## config.mk

```make
export PLATFORM = sky130hd
export DESIGN_NAME = i2s_transmitter
export DESIGN_NICKNAME = d
export VERILOG_FILES = /design/src/rtl/synth_pkg.sv /design/src/rtl/i2s_transmitter.sv
export SDC_FILE = /design/constraint.sdc
export NUM_CORES = 1
export LEC_CHECK = 0
export CAP_MARGIN = 15
export CORE_ASPECT_RATIO = 1.4
export CORE_MARGIN = 1.5
export CORE_UTILIZATION = 29
export DETAILED_ROUTE_END_ITERATION = 6
export HOLD_SLACK_MARGIN = 0.15
export SLEW_MARGIN = 0
export SYNTH_ARGS = -nofsm -noshare
export SYNTH_HDL_FRONTEND = slang
export SYNTH_SLANG_ARGS = --single-unit
export TNS_END_PERCENT = 20
```

## constraint.sdc

```tcl
create_clock -name clk -period 4.39 [get_ports clk]
set_input_delay 0.6585 -clock clk [delete_from_list [all_inputs] [get_ports clk]]
set_output_delay 0.6585 -clock clk [all_outputs]
set_load 0.005 [all_outputs]
```

## src/rtl/synth_pkg.sv

```systemverilog
`default_nettype none
// ----------------------------------------------------------------------------
// synth_pkg : sample type and I2S framing constants shared across the synth
// Rev 1.0
// ----------------------------------------------------------------------------
package synth_pkg;

  localparam int DEFAULT_SAMPLE_WIDTH = 16;
  localparam int I2S_SLOT_WIDTH       = 16;

  typedef logic signed [DEFAULT_SAMPLE_WIDTH-1:0] sample_t;

endpackage
`default_nettype wire

```

## src/rtl/i2s_transmitter.sv

```systemverilog
`default_nettype none
// ----------------------------------------------------------------------------
// i2s_transmitter : mono sample -> I2S serialiser, same sample on both slots,
//                   one-deep holding register with valid/ready handshake
// Rev 1.0
// ----------------------------------------------------------------------------
module i2s_transmitter
  import synth_pkg::*;
#(
  parameter int SAMPLE_WIDTH = DEFAULT_SAMPLE_WIDTH,
  parameter int SLOT_WIDTH   = I2S_SLOT_WIDTH
) (
  input  logic                           clk,
  input  logic                           rst,
  input  logic                           bit_clk_en,
  input  logic signed [SAMPLE_WIDTH-1:0] sample_data,
  input  logic                           sample_valid,
  output logic                           sample_ready,
  input  logic                           mute,
  output logic                           i2s_bclk,
  output logic                           i2s_ws,
  output logic                           i2s_sd,
  output logic                           frame_start,
  output logic                           underrun
);

  localparam int            KW        = $clog2(2*SLOT_WIDTH);
  localparam logic [KW-1:0] K_LAST    = KW'(2*SLOT_WIDTH-1);
  localparam logic [KW-1:0] K_SLOT    = KW'(SLOT_WIDTH);
  localparam logic [KW-1:0] K_WS_RISE = KW'(SLOT_WIDTH-1);

  logic                    bclk_q, bclk_d;
  logic [KW-1:0]           k_q, k_d;
  logic                    ws_q, ws_d;
  logic                    sd_q, sd_d;
  logic [SAMPLE_WIDTH-1:0] frame_q, frame_d;
  logic [SAMPLE_WIDTH-1:0] hold_q, hold_d;
  logic                    hold_full_q, hold_full_d;
  logic                    frame_start_q, frame_start_d;
  logic                    underrun_q, underrun_d;

  logic [KW-1:0]           w_k_next;
  logic [KW-1:0]           w_b;
  logic                    w_fall;
  logic                    w_load;
  logic                    w_accept;
  logic [SLOT_WIDTH-1:0]   w_slot_word;
  logic [SLOT_WIDTH-1:0]   w_shifted;

  always_comb begin
    bclk_d        = bclk_q;
    k_d           = k_q;
    ws_d          = ws_q;
    sd_d          = sd_q;
    frame_d       = frame_q;
    hold_d        = hold_q;
    hold_full_d   = hold_full_q;
    frame_start_d = 1'b0;
    underrun_d    = 1'b0;

    w_k_next = (k_q == K_LAST) ? '0 : k_q + KW'(1);
    w_fall   = bit_clk_en && bclk_q;
    w_load   = w_fall && (w_k_next == '0);
    w_accept = sample_valid && !hold_full_q;

    if (bit_clk_en) begin
      bclk_d = !bclk_q;
    end

    if (w_accept) begin
      hold_d      = sample_data;
      hold_full_d = 1'b1;
    end

    // Priority at frame load: mute, then held sample, then bypass, else silence.
    if (w_load) begin
      frame_start_d = 1'b1;
      if (mute) begin
        frame_d = '0;
        if (hold_full_q) begin
          hold_full_d = 1'b0;
        end
      end else if (hold_full_q) begin
        frame_d     = hold_q;
        hold_full_d = 1'b0;
      end else if (sample_valid) begin
        frame_d     = sample_data;
        hold_full_d = 1'b0;
      end else begin
        frame_d    = '0;
        underrun_d = 1'b1;
      end
    end

    w_b         = (w_k_next >= K_SLOT) ? (w_k_next - K_SLOT) : w_k_next;
    w_slot_word = SLOT_WIDTH'(frame_d) << (SLOT_WIDTH - SAMPLE_WIDTH);
    w_shifted   = w_slot_word << w_b;

    // ws leads the slot MSB by one bclk.
    if (w_fall) begin
      k_d  = w_k_next;
      ws_d = (w_k_next >= K_WS_RISE) && (w_k_next != K_LAST);
      sd_d = w_shifted[SLOT_WIDTH-1];
    end
  end

  always_ff @(posedge clk) begin
    if (rst) begin
      bclk_q        <= 1'b0;
      k_q           <= K_LAST;
      ws_q          <= 1'b0;
      sd_q          <= 1'b0;
      frame_q       <= '0;
      hold_q        <= '0;
      hold_full_q   <= 1'b0;
      frame_start_q <= 1'b0;
      underrun_q    <= 1'b0;
    end else begin
      bclk_q        <= bclk_d;
      k_q           <= k_d;
      ws_q          <= ws_d;
      sd_q          <= sd_d;
      frame_q       <= frame_d;
      hold_q        <= hold_d;
      hold_full_q   <= hold_full_d;
      frame_start_q <= frame_start_d;
      underrun_q    <= underrun_d;
    end
  end

  assign sample_ready = !hold_full_q;
  assign i2s_bclk     = bclk_q;
  assign i2s_ws       = ws_q;
  assign i2s_sd       = sd_q;
  assign frame_start  = frame_start_q;
  assign underrun     = underrun_q;

endmodule
`default_nettype wire

```

---- Word-level counts from Yosys, hierarchy flattened ----
Cells that the tools add are included.
word-level totals
  output and inout bits ................... 6
  register bits ........................... 43
  input bits .............................. 21
cells by class
  shifts and indexed selects .............. 1
  add/subtract/negate cells ............... 2
  multiplexer cells ....................... 14
  reductions and logical operators ........ 8
  bitwise gates (word level) .............. 1
  $lt $le $gt $ge ......................... 2
  equality and inequality tests ........... 2
operators with widths
  operator                                                                number
  16-bit 2-to-1 mux                                                       4
  16-bit by 5-bit left shift with 16-bit output                           1
  5-bit 2-to-1 mux                                                        2
  1-bit 2-to-1 mux                                                        8
  5-bit by 1-bit adder with 5-bit output (second input constant)          1
  5-bit == test (second input constant)                                   1
  5-bit by 4-bit >= comparator with 1-bit output (second input constant)  1
  5-bit >= comparator (second input constant)                             1
  5-bit logical NOT                                                       1
  5-bit != test (second input constant)                                   1
  5-bit subtractor (second input constant)                                1
  1-bit logical AND                                                       4
  4-bit OR reduction                                                      1
  1-bit logical NOT                                                       2
  1-bit inverter                                                          1

---- Longest topological paths before layout ----
Gate-level depths: netlist (run 1).
  word-level depth ........................ 7
  gate-level depth with buffers ........... 10
  mapped depth without buffers ............ 9

---- Least setup slack after synthesis (run 1) ----
OpenSTA, ideal clock, no wires.
  kind .................................... reg-to-reg
  start point ............................. register k_q[0]
  end point ............................... register sd_q (netlist: i2s_sd)
  clock period less this slack ............ 2.438 ns
  path slack .............................. 1.952 ns
  cell stages (with the launch flop) ...... 11
  data arrival time ....................... 2.303 ns
  setup time .............................. 0.135 ns
  cell sequence ........................... dfxtp_1 -> ha_1 -> and3_1 -> ha_1 -> and2b_2 -> mux2_4 -> nor3_4 -> buf_8 -> mux2i_1 -> a21o_1 -> o221ai_2
on the way
  word-level cells in the longest chain between the ends .. 6
RTL lines
  item                                                                            RTL line                RTL
  from (decl)                                                                     i2s_transmitter.sv:33   logic [KW-1:0] k_q, k_d;
  from (signal assigned)                                                          i2s_transmitter.sv:120  k_q <= k_d;
  5-bit by 1-bit adder with 5-bit output / 5-bit == test (equally long branches)  i2s_transmitter.sv:61   w_k_next = (k_q == K_LAST) ? '0 : k_q + KW'(1);
  5-bit 2-to-1 mux (*)                                                            i2s_transmitter.sv:61
  branches (longest 3 deep; another with 5-bit subtractor)                        n/a
  16-bit by 5-bit left shift with 16-bit output (*)                               i2s_transmitter.sv:97   w_shifted = w_slot_word << w_b;
  to (signal assigned)                                                            i2s_transmitter.sv:112  sd_q <= 1'b0;
  to (signal assigned)                                                            i2s_transmitter.sv:122  sd_q <= sd_d;
  to (decl)                                                                       i2s_transmitter.sv:35   logic sd_q, sd_d;
Mark *: on every way between the ends.
A chain may end at the register's enable or synchronous reset.

---- Worst setup path in the final report (run 1) ----
Ends and elaborated chain as after synthesis.

==> metrics.md, run 1 <==
| Metric | Value |
|---|---|
| Outcome | `completed` |
| Min Tclk post-route | `3340 ps` |
| Fmax | `300 MHz` |
| Critical path origin | `k_q[0]` |
| Synth top area share | `0.419` |
| Max stage delay cell, worst path | `nor3_4` |
| Area occupied by multi-input gates | `1090 um2` |
| # setup viols final | `0` |
| WHS Path Cells | `2` |
| # diodes | `0` |
| Global-route wire length before repair | `7450 um` |
| Setup CP Type | `reg -> reg` |
| CTS Sinks | `43` |
| Final TNS setup | `0 ps` |
| Comb power frac | `0.168` |
| CTS tree | `yes` |
| Sequential power share | `0.475` |
| Req. time, crit path | `4560 ps` |
| DR pass1 iterations | `5` |
| Worst setup margin | `1050 ps` |
| CTS resizes | `0` |
| Setup slack, reg-to-reg | `1050 ps` |
| Critical Path Fanout Max | `14` |
| Worst path arrival time | `3500 ps` |
| RD Place Congestion | `0.777` |
| Rows | `36` |
| Post-synth EDFFs | `0` |
| HP Class | `reg -> reg` |
| FF-to-FF End | `i2s_sd` |
| Period utilization | `0.760` |
| Async S/R FF share, synth | `0` |
| Pint | `659 uW` |
| Largest net degree at the start of global routing | `44` |
| I/O pin cnt | `27` |
| Critical R2R Launch | `k_q[0]` |
| Initial DRC count | `109` |
| Die width | `74.1 um` |
| Antenna violations before repair | `0` |
| Hold path endpoint | `hold_q[3]` |
| Final wirelength | `4470 um` |
| Filler cell count in the final layout | `704` |
| Worst Reg2Reg Path Length in Cells | `9` |
| Inserted Clock Buffers | `5` |
| Congestion Overflow GR | `0` |
| Via count | `1705` |
| Core area | `6890 um2` |
| Sequential cell area fraction in the yosys report | `0.419` |
| Post-Synthesis Cell Area | `2050 um2` |
| Top cells by area, synth | `dfxtp_1 42%, a21oi_1 10%, nand2_1 9.3%` |
| Slew Limit Fails | `0` |
| Leakage Power | `0.850 nW` |
| Actual transition at the worst max-transition pin | `794 ps` |
| Number of port buffers | `26` |
| Sw Ratio | `0.260` |
| Pwr/cell area | `361 nW/um2` |
| Largest area contributor in the netlist | `dfxtp_1` |
| Fin. Hold Viols | `0` |
| Cell variety after synth | `44` |
| GR Util All Layers | `0.126` |
| Worst Setup End Kind | `register` |
| YS warnings | `0` |
| Primary FF master, synth | `dfxtp_1` |
| Sequential cell area | `861 um2` |
| Placed insts | `351` |
| Non-filler cells in the finished layout | `359` |
| Initial Util | `0.298` |
| Switch Pwr | `232 uW` |
| Worst-path clk slew | `80 ps` |
| Mean Syn Cell Area | `8.42 um2` |
| VDD IR max | `0.155 mV` |
| Mapped Nets | `267` |
| Number of synthesized register bits | `43` |
| Most used cell, CP | `ha_1` |
| Nets | `286` |
| Final ANT Viol Nets | `0` |
| Cells along the critical path | `ha_1, and3_1, ha_1, and2b_2, mux2_4, nor3_4, mux2i_1, o221a_1, o221ai_2` |
| Placement Setup Slack | `1040 ps` |
| Clock root buffer | `clkbuf_8` |
| H-Tree Depth | `2` |
| Worst hold start | `hold_q[3]` |
| Clk network pwr share | `0.357` |
| Wire per inst | `12.4 um` |
| Drt via density | `4.75` |
| Hpwl dp | `3180 um` |
| Die Ht | `103 um` |
| Cells after Synth | `244` |
| Clock buffer depth | `2` |
| Vias in the first global route | `1629` |
| Area Growth Syn to Fin | `20.1%` |
| Layout cell share with drive strength beyond 1 | `0.0795` |
| Clk_skew | `2.42 ps` |
| RSZ-0062 raised after global routing | `false` |
| Startpoint types | `register` |
| Die area | `7610 um2` |
| Hold-fix buffers, CTS | `0` |
| Crit-path max cell delay | `690 ps` |
| Clk_lat worst skew | `290 ps` |
| Max_cap viols | `0` |
| Relative slew margins | `0.469` |
| Setup Buffers After CTS | `0` |
| Remaining DRCs | `0` |
power by group through the flow:
| stage | logic (mW) | clock network, mW | registers [mW] |
|---|---|---|---|
| 6_report | 0.150 | 0.318 | 0.423 |
| 5_1_grt | 0.165 | 0.344 | 0.427 |
| 4_1_cts | 0.150 | 0.326 | 0.423 |
| 3_5_place_dp | 0.150 | 0 | 0.432 |
| 3_3_place_gp | 0.148 | 0 | 0.431 |
| 2_1_floorplan | 0.117 | 0 | 0.424 |
critical path, delay by kind of cell (launching register included):
kind,cells,cell delay (ps)
flops,1,510
compound gates,2,320
mux,2,630
simple gates,3,1120
fa+ha+maj,2,610
cell usage in the layout (no fill, tap or decap), types with 2 or more instances in the layout:
master,count
clkdlybuf4s50_1,26
inv_1,2
a211o_1,3
nand3b_1,4
nand3_1,3
o31ai_1,3
a21oi_1,41
nand2_1,51
clkbuf_8,6
and3b_1,2
xnor2_1,3
dfxtp_1,43
nor3_1,3
nand4_1,3
nor2b_1,2
and2b_2,2
ha_1,2
nor2_1,24
o2111ai_1,2
mux2i_1,14
buf_4,2
per-layer routing:
layer | global-route usage | vias up | wire [um]
met5 | 0 | - | 0
met3 | 0.0215 | 8 | 136
met2 | 0.208 | 30 | 2220
met4 | 0.0570 | 0 | 88
met1 | 0.159 | 779 | 2030
li1 | - | 888 | -
sequential cells by signal (all words and copies together), names as in the netlist:
name and cells:
frame_q 16, k_q 5, underrun 1, i2s_bclk 1, hold_q 16, frame_start 1, hold_full_q 1, i2s_sd 1
i2s_ws 1
how the worst max path moves through the flow:
stage,end,slack (ps)
after CTS,i2s_sd,1030
after detailed placement,i2s_sd,1040
after global routing,i2s_sd,830
final,i2s_sd,1050
after global placement,i2s_sd,1150
after floorplan,i2s_sd,1950
synth_stat cells, drive strengths merged, types with 3 or more instances:
cell type	n
nor2	24
nand4	3
dfxtp	43
nand3	3
clkbuf	13
and3	3
o31ai	3
nor3	4
buf	3
xnor2	3
nand3b	4
nand2	51
mux2i	14
a211o	4
a21oi	41
cell type report:
| type | count | share of cell area |
|---|---|---|
| tap | 95 | 0.0482 |
| timing repair buffer | 28 | 0.112 |
| sequential | 43 | 0.349 |
| clock buffer | 6 | 0.0335 |
| multi-input combinational | 183 | 0.441 |
| inverter | 2 | 0.00304 |
| clock inverter | 2 | 0.0142 |
stage by stage:
step	power (mW)	area [um2]	utilization	hold slack, ps
4_1_cts	0.899	2470	0.358	458
2_1_floorplan	0.541	2050	-	437
3_5_place_dp	0.582	2350	0.341	447
5_1_grt	0.936	2470	0.358	481
6_report	0.891	2470	0.358	456
3_3_place_gp	0.579	2350	0.341	442
kinds of logic (layout without fill, tap and decap cells):
kind of cell	after synthesis	after routing	synth area share
compound gates	60	60	0.185
xor+xnor	3	3	0.0128
fa+ha+maj	2	2	0.0122
buf+inv	18	38	0.0518
flops	43	43	0.419
mux	16	16	0.0883
simple gates	102	102	0.231
No activity file was read; power rests on OpenSTA's default activity.
==> run 2, diff against run 1 <==
Clock period 4.39 ns to 3.3 ns, I/O delays scaled along.
==> metrics.md, run 2 (synthesized netlist as in run 1, its figures left out) <==
| Metric | Value |
|---|---|
| Outcome | `completed` |
| Clk network pwr share | `0.304 (-0.053)` |
| Relative slew margins | `0.507 (+0.0381)` |
| Via count | `1686 (-1.1%)` |
| Final wirelength | `4490 um (+0.47%)` |
| Clk_skew | `3.16 ps (+0.740 ps)` |
| Actual transition at the worst max-transition pin | `738 ps (-55.6 ps)` |
| FF-to-FF End | `i2s_sd` |
| Wire per inst | `12.4 um (about the same)` |
| Largest net degree at the start of global routing | `23 (-48%)` |
| RD Place Congestion | `0.780 (+0.33%)` |
| Comb power frac | `0.183 (+0.015)` |
| CTS resizes | `0 (unchanged)` |
| Max stage delay cell, worst path | `dfxtp_1` |
| Remaining DRCs | `0 (unchanged)` |
| # setup viols final | `0 (unchanged)` |
| Area Growth Syn to Fin | `19.2%` |
| Worst Reg2Reg Path Length in Cells | `9 (unchanged)` |
| Inserted Clock Buffers | `5 (unchanged)` |
| Worst path arrival time | `3200 ps (-300 ps)` |
| Min Tclk post-route | `3020 ps (-313 ps)` |
| Sw Ratio | `0.287 (+0.0270)` |
| Fin. Hold Viols | `0 (unchanged)` |
| Critical Path Fanout Max | `12 (-2)` |
| Pwr/cell area | `447 nW/um2 (+24%)` |
| Setup slack, reg-to-reg | `280 ps (-780 ps)` |
| Die width | `74.1 um (unchanged)` |
| HP Class | `reg -> reg` |
| DR pass1 iterations | `4 (-1)` |
| Hpwl dp | `3240 um (+2.0%)` |
| Leakage Power | `0.840 nW (-1.2%)` |
| Most frequent cells in the layout | `51 x nand2_1, 43 x dfxtp_1, 41 x a21oi_1` |
| Vias in the first global route | `1535 (-5.8%)` |
| Slew Limit Fails | `0 (unchanged)` |
| RSZ-0062 raised after global routing | `false` |
| Worst-path clk slew | `80 ps (about the same)` |
| Sequential power share | `0.513 (+0.038)` |
| Layout cell share with drive strength beyond 1 | `0.0827 (+0.00316)` |
| Initial Util | `0.298 (unchanged)` |
| Hold-fix buffers, CTS | `0 (unchanged)` |
| Die area | `7610 um2 (unchanged)` |
| CTS tree | `yes` |
| WHS Path Cells | `2 (unchanged)` |
| Cells along the critical path | `ha_1, and3_1, ha_1, and2b_2, mux2_4, nor3_4, mux2i_1, o221a_1, o221ai_2` |
| Period utilization | `0.916 (+0.156)` |
| Rows | `36 (unchanged)` |
| Worst setup margin | `278 ps (-777 ps)` |
| VDD IR max | `0.177 mV (+14%)` |
| Nets | `288 (+0.70%)` |
| GR Util All Layers | `0.124 (-0.00208)` |
| Number of port buffers | `26 (unchanged)` |
| Max_cap viols | `0 (unchanged)` |
| Total power | `1.10 mW (+23%)` |
| Final core occ | `0.355 (-0.00254)` |
| CTS Sinks | `43 (unchanged)` |
| Biggest regs | `frame_q: 16 flops, hold_q: 16 flops, k_q: 5 flops` |
| I/O pin cnt | `27 (unchanged)` |
| Commonest non-fill, non-tap cell in the layout | `nand2_1` |
| Placement Setup Slack | `286 ps (-756 ps)` |
| Pint | `781 uW (+19%)` |
| Critical R2R Launch | `k_q[0]` |
| Clock buffer depth | `2 (unchanged)` |
| Antenna violations before repair | `0 (unchanged)` |
| Req. time, crit path | `3470 ps (-1090 ps)` |
| Clock root buffer | `clkbuf_8` |
| Congestion Overflow GR | `0 (unchanged)` |
| Core area | `6890 um2 (unchanged)` |
| Crit-path max cell delay | `510 ps (-180 ps)` |
| Worst Setup End Kind | `register` |
| Initial DRC count | `89 (-18%)` |
| Most used cell, CP | `ha_1` |
| H-Tree Depth | `2 (unchanged)` |
| Worst hold start | `hold_q[11]` |
| Hold path endpoint | `hold_q[11]` |
| Setup CP Type | `reg -> reg` |
| Startpoint types | `register` |
| Cell family with most CP delay | `simple AND/OR/NAND/NOR gates` |
| Setup Buffers After CTS | `0 (unchanged)` |
| Die Ht | `103 um (unchanged)` |
| Final TNS setup | `0 ps (unchanged)` |
| Final ANT Viol Nets | `0 (unchanged)` |
| # diodes | `0 (unchanged)` |
| Switch Pwr | `315 uW (+36%)` |
| CP bufs+invs | `0 (unchanged)` |
| Drt via density | `4.67 (-1.7%)` |
| Fmax | `331 MHz (+10%)` |
| Global-route wire length before repair | `7350 um (-1.3%)` |
| Clk_lat worst skew | `300 ps (about the same)` |
| Fin Hold WS | `457 ps (+0.690 ps)` |
run 2: cell count changes in the layout (fill, tap and decap cells not counted):
| cell | change |
|---|---|
| clkinvlp_4 | +1 |
| clkbuf_1 | +1 |
| buf_4 | +2 |
| bufinv_16 | -1 |
| clkbuf_8 | -1 |
run 2: power by group through the flow:
stage / sequential, mW / combinational, mW / clock, mW
global placement: 0.574 / 0.199 / 0
finish: 0.562 / 0.200 / 0.333
detailed placement: 0.575 / 0.200 / 0
CTS: 0.562 / 0.201 / 0.340
floorplan: 0.564 / 0.155 / 0
global route: 0.567 / 0.221 / 0.366
run 2: area by class of cell:
class / instances / area [um2]
flip-flops and latches: 43 / 861
well taps: 95 / 119
inverters: 2 / 7.51
fillers: 711 / 4440
multi-input cells: 183 / 1090
clock inverters: 2 / 12.5
repair buffers: 30 / 290
clock buffers: 6 / 72.6
run 2: metrics by stage:
| stage | area, um2 | cells |
|---|---|---|
| 3_5_place_dp | 2360 | 353 |
| 5_1_grt | 2450 | 361 |
| 6_report | 2450 | 361 |
| 2_1_floorplan | 2050 | 244 |
| 4_1_cts | 2450 | 361 |
| 3_3_place_gp | 2360 | 353 |
run 2: worst max-delay path by stage:
stage / start / cells past startpoint / end
final: k_q[0] / 9 / i2s_sd
after global routing: k_q[0] / 9 / i2s_sd
after CTS: k_q[0] / 9 / i2s_sd
after detailed placement: k_q[0] / 9 / i2s_sd
after global placement: k_q[0] / 9 / i2s_sd
after floorplan: k_q[0] / 10 / i2s_sd
run 2: worst register-to-register path: cells and delay by family, from the launching register on:
kind / cells / cell delay (ps)
adders and majority gates: 2 / 600
muxes: 2 / 610
DFF: 1 / 510
and+or+nand+nor: 3 / 870
AOI/OAI and AO/OA: 2 / 320
run 2: metal layers:
metal	wire length (um)	vias to the layer above	GRT usage
met2	2230	26	0.198
met4	101	0	0.0513
met5	0	-	0
met3	122	7	0.0244
li1	-	891	-
met1	2030	762	0.162
